File: src/rtl/mem_arbiter.sv
// rtl/mem_arbiter.sv - round-robin two-port arbiter with bounded lock for a shared 1Kx32 memory

module mem_arbiter #(
    parameter int LOCK_MAX = 8
) (
    input  logic        clk,
    input  logic        reset_i,

    input  logic        p0_req_i,
    output logic        p0_ready_o,
    input  logic [31:0] p0_addr_i,
    input  logic        p0_we_i,
    input  logic [3:0]  p0_wr_mask_i,
    input  logic [31:0] p0_wdata_i,
    input  logic        p0_lock_i,
    output logic        p0_rsp_valid_o,
    output logic [31:0] p0_rdata_o,

    input  logic        p1_req_i,
    output logic        p1_ready_o,
    input  logic [31:0] p1_addr_i,
    input  logic        p1_we_i,
    input  logic [3:0]  p1_wr_mask_i,
    input  logic [31:0] p1_wdata_i,
    input  logic        p1_lock_i,
    output logic        p1_rsp_valid_o,
    output logic [31:0] p1_rdata_o,

    output logic [31:0] mem_addr_o,
    output logic        mem_we_o,
    output logic [3:0]  mem_wr_mask_o,
    output logic [31:0] mem_data_o,
    input  logic [31:0] mem_data_i,

    output logic        lock_timeout_o
);

    localparam int CW = $clog2(LOCK_MAX + 1);
    localparam logic [CW-1:0] CNT_LAST = CW'(LOCK_MAX - 1);

    typedef enum logic {
        ARB    = 1'b0,
        LOCKED = 1'b1
    } state_t;

    state_t        state_q, state_d;
    logic          owner_q, owner_d;
    logic          last_q, last_d;
    logic [CW-1:0] lock_cnt_q, lock_cnt_d;
    logic          rsp_pend_q, rsp_pend_d;
    logic          rsp_port_q, rsp_port_d;
    logic [31:0]   addr_q, addr_d;

    logic        gnt0, gnt1;
    logic        hs;
    logic        hs_port;
    logic        hs_lock;
    logic        hs_we;
    logic [31:0] hs_addr;
    logic        release_hs;
    logic        timeout;

    // Grant: round-robin against last in ARB, owner-only while LOCKED, nothing during reset
    always_comb begin
        gnt0 = 1'b0;
        gnt1 = 1'b0;
        if (!reset_i) begin
            if (state_q == ARB) begin
                if (p0_req_i && p1_req_i) begin
                    gnt0 = last_q;
                    gnt1 = !last_q;
                end else begin
                    gnt0 = p0_req_i;
                    gnt1 = p1_req_i;
                end
            end else begin
                gnt0 = !owner_q && p0_req_i;
                gnt1 = owner_q && p1_req_i;
            end
        end
    end

    assign hs      = gnt0 | gnt1;
    assign hs_port = gnt1;
    assign hs_lock = gnt1 ? p1_lock_i : p0_lock_i;
    assign hs_we   = gnt1 ? p1_we_i   : p0_we_i;
    assign hs_addr = gnt1 ? p1_addr_i : p0_addr_i;

    assign p0_ready_o = gnt0;
    assign p1_ready_o = gnt1;

    assign mem_addr_o    = hs ? hs_addr : addr_q;
    assign mem_we_o      = hs & hs_we;
    assign mem_wr_mask_o = gnt1 ? p1_wr_mask_i : p0_wr_mask_i;
    assign mem_data_o    = gnt1 ? p1_wdata_i   : p0_wdata_i;

    assign p0_rsp_valid_o = rsp_pend_q & (rsp_port_q == 1'b0);
    assign p1_rsp_valid_o = rsp_pend_q & (rsp_port_q == 1'b1);
    assign p0_rdata_o     = mem_data_i;
    assign p1_rdata_o     = mem_data_i;

    assign lock_timeout_o = timeout;

    // Next-state: lock entry/release/forced timeout, response tracking, held address
    always_comb begin
        state_d    = state_q;
        owner_d    = owner_q;
        last_d     = last_q;
        lock_cnt_d = lock_cnt_q;
        rsp_pend_d = hs;
        rsp_port_d = rsp_port_q;
        addr_d     = addr_q;
        release_hs = 1'b0;
        timeout    = 1'b0;

        if (hs) begin
            last_d     = hs_port;
            rsp_port_d = hs_port;
            addr_d     = hs_addr;
        end

        case (state_q)
            ARB: begin
                if (hs && hs_lock) begin
                    state_d    = LOCKED;
                    owner_d    = hs_port;
                    lock_cnt_d = '0;
                end
            end
            LOCKED: begin
                lock_cnt_d = lock_cnt_q + CW'(1);
                // Only the owner can handshake here, so any unlocked handshake is the release
                release_hs = hs && !hs_lock;
                if (release_hs) begin
                    state_d = ARB;
                end else if (lock_cnt_q == CNT_LAST) begin
                    state_d = ARB;
                    timeout = 1'b1;
                end
            end
            default: state_d = ARB;
        endcase
    end

    // State registers; reset drops any in-flight response and any held lock
    always_ff @(posedge clk or posedge reset_i) begin
        if (reset_i) begin
            state_q    <= ARB;
            owner_q    <= 1'b0;
            last_q     <= 1'b1;
            lock_cnt_q <= '0;
            rsp_pend_q <= 1'b0;
            rsp_port_q <= 1'b0;
            addr_q     <= '0;
        end else begin
            state_q    <= state_d;
            owner_q    <= owner_d;
            last_q     <= last_d;
            lock_cnt_q <= lock_cnt_d;
            rsp_pend_q <= rsp_pend_d;
            rsp_port_q <= rsp_port_d;
            addr_q     <= addr_d;
        end
    end

endmodule

File: config.mk
export PLATFORM = sky130hd
export DESIGN_NAME = mem_arbiter
export DESIGN_NICKNAME = d
export VERILOG_FILES = /design/src/rtl/mem_arbiter.sv
export SDC_FILE = /design/constraint.sdc
export NUM_CORES = 1
export LEC_CHECK = 0
export ABC_AREA = 1
export BUFFER_PORTS_ARGS = -buffer_cell sky130_fd_sc_hd__buf_2
export CAP_MARGIN = 0
export CELL_PAD_IN_SITES_DETAIL_PLACEMENT = 0
export CELL_PAD_IN_SITES_GLOBAL_PLACEMENT = 1
export CORE_AREA = 2 2 121 123
export DETAILED_ROUTE_END_ITERATION = 10
export DIE_AREA = 0 0 123 125
export PLACE_DENSITY_LB_ADDON = 0.1
export SETUP_SLACK_MARGIN = 0.3
export SKIP_CTS_REPAIR_TIMING = 1
export SLEW_MARGIN = 40
export SYNTH_ARGS = -nofsm -noshare
export SYNTH_HDL_FRONTEND = slang
export SYNTH_SLANG_ARGS = --single-unit
File: constraint.sdc
create_clock -name clk -period 10.16 [get_ports clk]
set_clock_uncertainty 0.15 [all_clocks]
set_input_delay 2.032 -clock clk [delete_from_list [all_inputs] [get_ports clk]]
set_output_delay 2.032 -clock clk [all_outputs]
set_load 0.005 [all_outputs]
==> qor.csv, run 1 <==
stage,metric,value,unit
status,status,finished clean,
finish,syn2layout_area_growth,28.28,%
clocking,cts.htree.levels,2,
sta,rsz0062_at_grt,false,
route,drc,0,
placed_design,gp_congestion,0.7942,
power,max-vdd-ir-drop,0.09046,mV
route,avgRoutedWirePerCell,14.31,um
placed_design,io_buffer_count,217,
route,detailroute.via_count,3123,
min_path,holdCritPathClass,reg2reg,
yosys,synth.yosys.seq_area_share,0.3312,
yosys,ys_warn_count,0,
yosys,netlist_area,3102,sq um
grt,grt_start_max_net_pins,62,
clocking,cts-root-buf,clkbuf_16,
grt,overflow,0,
yosys,syn_avg_cell_area,7.098,sq um
finish,diodes,0,
grt,grt_pass1_vias,3140,
worst_setup_path,startpoint_type,input pin,
worst_setup_path,worstPathArrival,4.64,ns
placed_design,dp_slack,2.940,ns
finish,final-seq-area,1027,sq um
worst_setup_path,cp_max_fo,48,
clocking,max-clock-path-buffers,2,
finish,postLayoutCellArea,3979,sq um
yosys,ys_ff_latch,41,
route,ant_nets,0,
sta,fin_crit_sh,0.6715,
placed_design,dp_hpwl,7.958,mm
grt,grt.total_usage,0.1384,
yosys,yosysUniqueCellTypes,22,
route,dr.pass1.iters,4,
yosys,syn_inst,437,
grt,met1_usage,0.1764,
die,core,14200,sq um
placed_design,placed_cells,751,
yosys,syn_nets,614,
sta,max_freq,0.1466,GHz
clocking,clock_latency,0.28,ns
sta,setup_violations,0,
sta,maxSlewViolCount,0,
clocking,cts.sinks,41,
finish,fillers,1652,
die,rows,44,
worst_setup_path,crit_type,in2out,
placed_design,placed_area,3816,sq um
flow_run,maxCapViolations,0,
clocking,cts_inserted_buffers,5,
finish,stdcell_count,759,
die,die-area,15380,sq um
worst_setup_path,end_kind,primary output,
sta,hold_violations,0,
finish,drive_gt1_frac,0.4174,
worst_setup_path,r2r_cells,8,
sta,fin_ws,3.337,ns
grt,antenna_found_initial,0,
route,drt-initial-drc-count,148,
sta,min_period,6.823,ns
route,vias_per_cell,4.115,
die,start_util,0.2184,
grt,met3_usage,0.02555,
route,wl,10.86,mm
sta,maxSlewHeadroom,0.5767,
grt,grt.busiest_layer,met2,
power,power_density,214.3,nW/um^2
die,design.portCount,314,
sta,max_slew.worst_pin.slew,0.6349,ns
sta,fin_setup_tns,0,ns
power,p_leak,0.002292,uW
die,fp.dieW,123,um
finish,multi_input_area,1408,sq um
finish,nNetsFinal,751,
sta,holdWs,0.3531,ns
grt,grt_pass1_wl,16.77,mm
die,die_y,125,um
clocking,clk_pin_slew,0.06,ns
min_path,min_path_cells,2,
worst_setup_path,worstPathRequired,7.98,ns
grt,use_met2,0.2392,
clocking,cts_tree,built,
[synth_stat cells]
library cell	n	area, sq um
nand2_1	171	641.9
buf_4	65	488.0
dfrtp_1	40	1001
nand3_1	40	200.2
o211ai_1	32	240.2
or2_0	16	100.1
buf_2	15	75.07
or2_1	15	93.84
inv_1	11	41.29
clkbuf_1	6	22.52
nor2_1	6	22.52
buf_6	3	33.78
inv_2	3	11.26
nand2_2	2	12.51
nand2_4	2	22.52
nor2_4	2	22.52
o21ai_0	2	10.01
or2_2	2	12.51
a21oi_1	1	5.000
dfstp_2	1	26.28
ha_1	1	12.51
nand4_1	1	6.260
[worst max-delay path: stages]
cell and delay, ns:
buf_2 0.12, inv_4 0.41, nand2_1 0.18, nor2_4 0.18
nand2_4 0.26, inv_2 0.44, buf_4 0.54, o211ai_1 0.16
nand2_1 0.13, buf_2 0.13
[path summary, 6_finish.rpt]
check / from / to / slack, ns
min in group asynchronous: reset_i / rsp_pend_q / 1.67
min reg2reg: addr_q[8] / addr_q[8] / 0.35
max in group asynchronous: reset_i / addr_q[28] / 7.82
max reg2reg: state_q / addr_q[7] / 7.26
max: reset_i / mem_addr_o[7] / 3.34
min: addr_q[8] / addr_q[8] / 0.35
[kinds of logic (layout without fill, tap and decap cells)]
family	after synthesis	in the layout	share of synthesized area
buffers and inverters	103	241	0.2166
AOI/OAI and AO/OA	35	35	0.08229
DFF	41	41	0.3312
and+or+nand+nor	257	257	0.3659
adders and majority gates	1	1	0.004033
[registers in the layout (all words and copies together) (netlist names)]
register,cells
rsp_pend_q,1
rsp_port_q,1
lock_cnt_q,4
state_q,1
addr_q,32
owner_q,1
last_q,1
[cell usage in the layout (no fill, tap or decap)]
master     synthesis  routed
buf_2             15     217
nor2_4             2       2
inv_1             11      10
or2_0             16      16
clkinv_2           0       1
inv_4              0       1
or2_1             15      15
clkbuf_16          0       5
nand2_1          171     171
dfrtp_1           40      40
nand2_2            2       1
nand2_4            2       3
a21oi_1            1       1
nor2_1             6       6
nand4_1            1       1
o21ai_0            2       2
clkbuf_8           0       2
inv_2              3       3
ha_1               1       1
buf_4             65       2
o211ai_1          32      32
nand3_1           40      40
or2_2              2       2
dfstp_2            1       1
[metal layers]
metal / wire (um) / share of wire
met1: 4548 / 0.42
met3: 639 / 0.059
met4: 145 / 0.013
met5: 0 / 0
met2: 5526 / 0.51
[power by group]
part | switching (uW) | leakage, uW | internal (uW) | total (uW)
Sequential | 29.4 | 0.000503 | 242 | 271
Clock | 65.8 | 0.0000799 | 104 | 170
Combinational | 243 | 0.00171 | 168 | 411
[area by class of cell]
type / count / area share
multi-input combinational: 293 / 0.3538
timing repair buffer: 219 / 0.2767
sequential: 41 / 0.2582
tap: 184 / 0.05786
clock buffer: 7 / 0.03836
inverter: 14 / 0.01384
clock inverter: 1 / 0.001258
[per-stage QoR]
step / util / power [uW]
after floorplan: - / 533.3
after global placement: 0.2685 / 699.8
after detailed placement: 0.2687 / 696.1
after CTS: 0.2798 / 871.8
after global routing: 0.2801 / 936.3
final: 0.2801 / 852.6
Note: power is estimated with default switching activity, not from simulation.
==> run 2, diff against run 1 <==
CORE_AREA = unset   (was 2 2 121 123)
CORE_MARGIN = 2   (was unset)
CORE_UTILIZATION = 22   (was unset)
DIE_AREA = unset   (was 0 0 123 125)
clock period = 6.7 ns   (was 10.16 ns; I/O delays follow)
==> qor.csv, run 2 (synthesis results as in run 1) <==
stage,metric,value,unit
sta,maxSlewHeadroom,0.5357,
clocking,cts.sinks,41,
placed_design,dp_hpwl,7.641,mm
clocking,clk_pin_slew,0.06,ns
worst_setup_path,worstPathRequired,5.21,ns
worst_setup_path,end_kind,primary output,
sta,maxSlewViolCount,0,
grt,overflow,0,
power,max-vdd-ir-drop,0.09944,mV
finish,top_register,addr_q,
finish,largest_reg_flops,32,
route,drt-initial-drc-count,156,
placed_design,io_buffer_count,217,
finish,largestRegisters,"addr_q x32, lock_cnt_q x4",
grt,grt_start_max_net_pins,60,
clocking,cts-root-buf,clkbuf_16,
die,fp.dieW,122.7,um
route,avgRoutedWirePerCell,13.74,um
sta,fin_ws,1.639,ns
placed_design,dp_slack,1.642,ns
grt,grt_pass1_wl,15.57,mm
die,core,13830,sq um
route,detailroute.via_count,3166,
sta,min_period,5.061,ns
sta,fin_crit_sh,0.7554,
clocking,cts_inserted_buffers,5,
clocking,max-clock-path-buffers,2,
sta,fin_setup_tns,0,ns
die,rows,43,
power,p_leak,0.002301,uW
finish,diodes,0,
die,die_y,122.7,um
sta,setup_violations,0,
finish,syn2layout_area_growth,28.80,%
die,start_util,0.2243,
power,total_power,1313,uW
die,design.portCount,314,
worst_setup_path,startpoint_type,input pin,
sta,rsz0062_at_grt,false,
route,drc,0,
clocking,cts.htree.levels,2,
route,ant_nets,0,
die,die-area,15070,sq um
min_path,holdCritPathClass,reg2reg,
finish,drive_gt1_frac,0.4167,
route,wl,10.39,mm
clocking,clock_latency,0.28,ns
grt,antenna_found_initial,0,
sta,max_slew.worst_pin.slew,0.6964,ns
finish,final_cell_mix,"buf_2 (217), nand2_1 (171), nand3_1 (40), dfrtp_1 (40), o211ai_1 (32)",
route,dr.pass1.iters,4,
finish,nNetsFinal,752,
flow_run,maxCapViolations,0,
worst_setup_path,cp_max_fo,49,
sta,max_freq,0.1976,GHz
placed_design,gp_congestion,0.7011,
finish,final_common_cell,buf_2,
status,status,finished clean,
power,power_density,328.6,nW/um^2
grt,grt_pass1_vias,3026,
worst_setup_path,crit_type,in2out,
clocking,cts_tree,built,
worst_setup_path,worstPathArrival,3.57,ns
route,vias_per_cell,4.188,
sta,hold_violations,0,
grt,grt.total_usage,0.1320,
==> run 2: worst max-delay path, stage by stage <==
cell      delay, ns
buf_2          0.11
nand2_1        0.05
inv_1          0.05
nand2_1        0.11
nand2_4        0.44
clkinv_2       0.68
o211ai_1       0.45
nand2_1        0.12
buf_2          0.15
==> run 2: worst paths after layout <==
check	start	slack, ns	depth (start not counted)	end
worst max-delay path	p1_req_i	1.64	9	mem_addr_o[29]
worst min-delay path	addr_q[9]	0.35	2	addr_q[9]
worst max register to register	last_q	3.81	8	owner_q
worst min register to register	addr_q[9]	0.35	2	addr_q[9]
max in group asynchronous	reset_i	4.94	3	lock_cnt_q[2]
min in group asynchronous	reset_i	1.07	3	owner_q
==> run 2: stage by stage <==
step | cells | util | instance area [sq um] | hold WS, ns
2_1_floorplan | 437 | - | 3102 | 0.3145
3_3_place_gp | 748 | 0.2760 | 3816 | 0.3298
3_5_place_dp | 748 | 0.2760 | 3816 | 0.3317
4_1_cts | 756 | 0.2885 | 3989 | 0.3467
5_1_grt | 756 | 0.2889 | 3995 | 0.3673
6_report | 756 | 0.2889 | 3995 | 0.3471
==> run 2: area by class of cell <==
class	count	area [sq um]
inverter	14	53.80
tap	180	225.2
sequential	41	1027
clock buffer	7	142.6
timing repair buffer	220	1109
fill	1569	9832
multi-input combinational	293	1408
clock inverter	1	30.03
==> run 2: metal layers <==
layer / share of wire / wire length [um] / vias to the layer above / track usage
met1: 0.40 / 4162 / 1449 / 0.1568
met4: 0.013 / 131 / 0 / 0.03448
met2: 0.53 / 5488 / 96 / 0.2352
met5: 0 / 0 / - / 0
met3: 0.058 / 606 / 17 / 0.03346
li1: - / - / 1604 / -
==> run 2: power breakdown <==
group | internal, uW | total, uW | switching (uW) | leakage, uW
Sequential | 367 | 411 | 43.7 | 0.000503
Clock | 186 | 284 | 98.0 | 0.0000841
Combinational | 256 | 618 | 362 | 0.00171
